### src/rtl/seq_det_arbiter.sv
// seq_det_arbiter: two-requester front end for a shared serial 1100/0011
// detector. A granted 4-bit word is latched, the detector is cleared for
// CLR_CYC cycles, the word is shifted out MSB first, and the detector's
// Mealy output on the last bit is returned as a one-cycle result.
//
// Ports:
//   clk, rst_n            clock, synchronous active-low reset
//   req0_valid/word/ready requester 0 handshake (acceptance = valid && ready)
//   req1_valid/word/ready requester 1 handshake
//   det_rst_n, det_in     drive the shared detector
//   det_dec               detector output, combinational on det_in
//   res_valid/id/match    one-cycle result pulse; id/match hold otherwise
//
// Build option: define SEQ_ARB_RR_EN for round-robin tie-breaking;
// otherwise requester 0 has fixed priority.
module seq_det_arbiter #(
  parameter int unsigned CLR_CYC = 1
) (
  input  logic       clk,
  input  logic       rst_n,
  input  logic       req0_valid,
  input  logic [3:0] req0_word,
  output logic       req0_ready,
  input  logic       req1_valid,
  input  logic [3:0] req1_word,
  output logic       req1_ready,
  output logic       det_rst_n,
  output logic       det_in,
  input  logic       det_dec,
  output logic       res_valid,
  output logic       res_id,
  output logic       res_match
);

  typedef enum logic [1:0] {IDLE, CLR, SHIFT, DONE} state_t;

  localparam logic [1:0] CLR_LAST = 2'(CLR_CYC - 1);

  state_t     state, state_nxt;
  logic [1:0] cnt_q, cnt_nxt;
  logic [3:0] word_q;
  logic       id_q;
  logic       id_res_q;
  logic       match_q;
  logic       grant;
  logic       accept;

`ifdef SEQ_ARB_RR_EN
  logic last_q;

  always_comb begin
    grant = 1'b0;
    if (req0_valid && req1_valid)
      grant = ~last_q;
    else if (req1_valid)
      grant = 1'b1;
  end
`else
  always_comb begin
    grant = 1'b0;
    if (!req0_valid && req1_valid)
      grant = 1'b1;
  end
`endif

  assign accept = rst_n && (state == IDLE) && (req0_valid || req1_valid);

  always_comb begin
    state_nxt = state;
    cnt_nxt   = cnt_q;
    case (state)
      IDLE: begin
        if (req0_valid || req1_valid) begin
          state_nxt = CLR;
          cnt_nxt   = '0;
        end
      end
      CLR: begin
        if (cnt_q == CLR_LAST) begin
          state_nxt = SHIFT;
          cnt_nxt   = '0;
        end else begin
          cnt_nxt = cnt_q + 2'd1;
        end
      end
      SHIFT: begin
        if (cnt_q == 2'd3) begin
          state_nxt = DONE;
          cnt_nxt   = '0;
        end else begin
          cnt_nxt = cnt_q + 2'd1;
        end
      end
      DONE: begin
        state_nxt = IDLE;
      end
      default: begin
        state_nxt = IDLE;
        cnt_nxt   = '0;
      end
    endcase
  end

  always_ff @(posedge clk) begin
    if (!rst_n) begin
      state    <= IDLE;
      cnt_q    <= '0;
      word_q   <= '0;
      id_q     <= 1'b0;
      id_res_q <= 1'b0;
      match_q  <= 1'b0;
`ifdef SEQ_ARB_RR_EN
      last_q   <= 1'b1;
`endif
    end else begin
      state <= state_nxt;
      cnt_q <= cnt_nxt;
      if (accept) begin
        word_q <= grant ? req1_word : req0_word;
        id_q   <= grant;
`ifdef SEQ_ARB_RR_EN
        last_q <= grant;
`endif
      end else if (state == SHIFT) begin
        // word_q shifts left so det_in is always word_q[3]
        word_q <= {word_q[2:0], 1'b0};
      end
      if (state == SHIFT && cnt_q == 2'd3) begin
        id_res_q <= id_q;
        match_q  <= det_dec;
      end
    end
  end

  // Outputs are gated by rst_n so they show reset values while reset is low,
  // before the synchronous reset edge has taken effect.
  assign req0_ready = rst_n && (state == IDLE) && req0_valid && !grant;
  assign req1_ready = rst_n && (state == IDLE) && req1_valid && grant;
  assign det_rst_n  = rst_n && (state != CLR);
  assign det_in     = rst_n && (state == SHIFT) && word_q[3];
  assign res_valid  = rst_n && (state == DONE);
  assign res_id     = rst_n && id_res_q;
  assign res_match  = rst_n && match_q;

endmodule

### config.mk
export PLATFORM = sky130hd
export DESIGN_NAME = seq_det_arbiter
export DESIGN_NICKNAME = d
export VERILOG_FILES = /design/src/rtl/seq_det_arbiter.sv
export SDC_FILE = /design/constraint.sdc
export NUM_CORES = 1
export LEC_CHECK = 0
export CAP_MARGIN = 20
export CORE_AREA = 2 2 48 50
export DETAILED_ROUTE_END_ITERATION = 12
export DIE_AREA = 0 0 50 52
export REMOVE_ABC_BUFFERS = 1
export SLEW_MARGIN = 0
export SYNTH_ARGS = -nofsm -noshare
export SYNTH_HDL_FRONTEND = slang
export SYNTH_SLANG_ARGS = --single-unit
### constraint.sdc
create_clock -name clk -period 1.5 [get_ports clk]
set_clock_uncertainty 0.1 [all_clocks]
set_input_delay 0.225 -clock clk [delete_from_list [all_inputs] [get_ports clk]]
set_output_delay 0.225 -clock clk [all_outputs]
set_load 0.02 [all_outputs]
=== After elaboration in Yosys (flattened, before gate mapping) ===
Index checks and enable logic that the tools add are counted.

* Logic and storage cells: 50
* Input port bits: 13
* Flip-flop bits (word level): 11
* Output and inout port bits: 7

* Add/subtract/negate cells: 1
* Equality and inequality tests: 8
* Reductions and logical operators: 23
* Mux-type cells: 12

{| class="wikitable"
|+ Operators with widths
! kind !! number
|-
| $logic_and 1x1->1 || 14
|-
| $mux 2 || 6
|-
| $mux 4 || 3
|-
| $pmux 2 s4 || 1
|-
| $eq 2x2->1 const B || 3
|-
| $ne 2x2->1 const B || 3
|-
| $pmux 2 s3 || 1
|-
| $logic_not 2->1 || 2
|-
| $reduce_and 3->1 || 1
|-
| $reduce_bool 3->1 || 1
|-
| $add 2x1->2 const B || 1
|-
| $eq 2x1->1 const B || 1
|-
| $logic_not 1->1 || 2
|-
| $ne 2x1->1 const B || 1
|-
| $reduce_and 2->1 || 1
|-
| $reduce_bool 2->1 || 1
|-
| $logic_or 1x1->1 || 1
|-
| $mux 1 || 1
|}

=== Longest topological paths before layout ===
* Word-level depth: 5
* Depth in mapped cells: 6

=== Least setup slack after synthesis ===
OpenSTA, ideal clock, no wires.

* Path type: register -> register
* Start point: register state[0]
* End point: register state[0]
* Data required time: 1.284 ns
* Stages on the path, launching flop included: 6
* Arrival: 1.480 ns
* Slack: -0.196 ns
* Setup time: 0.116 ns
* Path buffers: 0
* Cells stage by stage: dfxtp_1 inv_1 ha_1 nor3b_2 or4_1 o211a_1

* Word-level cells in the longest chain between the ends: 3

{| class="wikitable"
|+ Ends and longest elaborated chain
! what !! line !! text
|-
| start, declared || 39 || <nowiki>state_t state, state_nxt;</nowiki>
|-
| start signal, assigned || 116 || <nowiki>state <= state_nxt;</nowiki>
|-
| $eq 2x2->1 (tied with other cells) || 71 || <nowiki>case (state)</nowiki>
|-
| $ne 2x2->1 (no line) || n/a ||
|-
| $reduce_and 3->1 (no line) || n/a ||
|}

Parallel ways exist; a longest one is shown, timed or not.
A chain may end at the register's enable or synchronous reset.

=== Worst setup path after layout ===
Ends and elaborated chain as after synthesis.

==> qor.yml <==
min_period_over_period_pct: 107
dp_slack_ns: -0.479
cts_buffer_depth: 2
layout.nets: 153
final_area_mm2: 0.00129
gp_congestion: 0.786
fin_crit_ns: 1.60
netlist_instances: 86
grt_pass1_wl_um: 3240
dr.pass1.iters: 4
grt_max_degree: 12
outcome: "complete, but fails checks"
r2r-start: "state[0]"
worst_ep_required_time_ns: 1.57
startpoint_type: "register"
violations: "setup timing"
drv_slew: 0
ys_warn_count: 0
crit_fanout: 5
clk_root_buffer_cell: "clkbuf_4"
grt_pass1_vias: 781
yosys_most_used_dff: "dfxtp_1"
grt_overflow: 0
antennaDiodeCount: 0
cts_buffers: 3
final_cell_mix: "buf_4, clkdlybuf4s50_1, dfxtp_1, buf_6, nand2_1"
layout.cells.non_filler: 158
slew_headroom_pct: 78.4
ys_seq_area_share_pct: 30.3
final_common_cell: "buf_4"
final_layout_size_suffix_gt1_share_pct: 45.4
synthesis.area_um2: 727
placed_area_mm2: 0.00110
fillers: 171
die_w_um: 50
die_h_um: 52
hold_violations: 0
port_buffers: 19
clkTransAtPathRegs_ns: 0.08
drv_cap: 0
remaining_drc_errors: 0
core_mm2: 0.00211
synthArstFlopShare_pct: 0
clock_latency_ns: 0.27
dpl.cell_count: 151
antenna_found_initial: 0
reg2regPathDepth: 6
worstHoldEndpoint: "id_q"
dpl.hpwl_um: 1360
antenna_left: 0
r2r-end: "state[0]"
cts_tree: "done"
worst_slew_pin_slew_ns: 0.320
rsz0062_at_grt: "yes"
ctsHtreeMaxLevel: 1
power_density_mw_per_mm2: 1440
synth_area_per_cell_um2: 8.45
leakage_uw: 0.000575
clock-sinks: 11
setup_viol: 8
synth_edf_count: 0
yosys_register_bits: 11
num_io_pins: 20
viasPerCell: 4.89
die_area_mm2: 0.00260
final_util_pct: 61.1
cp.arrival_ns: 1.67
hold_class: "primary input to register"
vias: 772
worstSetupStartpoint: "state[0]"
vdd_drop_max_v: 0.000918
wire_per_inst_um: 11.9
fmax_mhz: 624
end_kind: "register"
path_class: "register to register"
placementRows: 17
whs_ns: 0.263
drtIter0Drc: 8
grt_usage_pct: 16.6
min_from: "req0_valid"
syn2layout_area_growth_pct: 76.9
setup_ws_ns: -0.101
start_util_pct: 34.5
routed_wl_um: 1880
synth_cell_types: 29
worstHoldPathCells: 3
reg2reg_slack_ns: -0.10
area by class of cell:
type | count | area [um^2] | area share [%]
multi-input cells | 65 | 589 | 45.8
well taps | 28 | 35.0 | 2.72
clock buffers | 4 | 26.3 | 2.04
flip-flops and latches | 11 | 223 | 17.3
inverters | 7 | 26.3 | 2.04
repair buffers | 43 | 387 | 30.1
Yosys cell counts, drive strengths merged, types with 2 or more instances:
library cell	instances	share of area, %
and2	3	2.6
ha	9	15
mux2i	2	2.8
nand2	9	4.6
nor2	2	1.0
and3	2	1.7
a211oi	3	3.1
o211a	2	2.8
nand3b	3	3.1
dfxtp	11	30
o211ai	2	2.1
o221a	2	3.1
nor2b	3	2.6
nor3	2	1.4
clkbuf	2	1.0
o21ai	2	1.4
a21oi	8	5.5
nand3	2	1.4
inv	7	3.6
state kept, by name, summed over array words and instances, names as in the netlist:
register and flops:
id_res_q 1, id_q 1, word_q 4, cnt_q 2
state 2, match_q 1
cells by family (layout without fill, tap and decap cells):
logic type	after synthesis	in the layout	share of synthesized area [%]
flip-flops	11	11	30.3
AND/OR/NAND/NOR	31	31	23.9
buffers and inverters	10	54	5.34
adder cells (fa/ha/maj)	9	9	15.5
multiplexers	2	2	2.75
AO/OA/AOI/OAI	23	23	22.2
timing repair:
| item | in CTS | in global routing |
|---|---|---|
| resized for setup | 57 | 16 |
| pin swaps | 7 | 4 |
| setup endpoints to repair | 15 | 12 |
| buffers inserted | 3 | 0 |
| hold buffers | 0 | 0 |
| gates cloned | 0 | 0 |
power by group:
part | internal [uW] | total [uW] | switching (uW)
clock network | 103 | 208 | 105
logic | 692 | 1220 | 529
registers | 373 | 417 | 44.0
total | 1170 | 1850 | 678
worst max path at each step:
stage	endpoint	slack (ns)	depth (start not counted)
3_3_place_gp	req1_ready	-0.48	5
3_5_place_dp	req1_ready	-0.48	4
6_report	state[0]	-0.10	6
4_1_cts	state[0]	-0.14	6
5_1_grt	state[0]	-0.14	6
2_1_floorplan	state[0]	-0.20	5
worst max-delay path, stage by stage (launching register included):
cell and delay, ns:
dfxtp_2 0.34, inv_2 0.05, buf_6 0.11, ha_4 0.15
buf_6 0.12, or4_4 0.50, o211a_1 0.13
stage by stage:
step / total power [uW] / setup TNS, ns
5_1_grt: 1990 / -0.869
6_report: 1850 / -0.312
4_1_cts: 1710 / -0.362
3_3_place_gp: 1250 / -4.64
2_1_floorplan: 851 / -0.292
3_5_place_dp: 1260 / -4.73
routing by layer:
| layer | up-vias | wire [um] | GRT usage (%) |
|---|---|---|---|
| met5 | - | 0 | 0 |
| li1 | 392 | - | - |
| met2 | 14 | 1010 | 31.1 |
| met4 | 0 | 0 | 3.70 |
| met3 | 0 | 90 | 6.03 |
| met1 | 366 | 770 | 17.6 |
(Power assumes the default switching activity.)
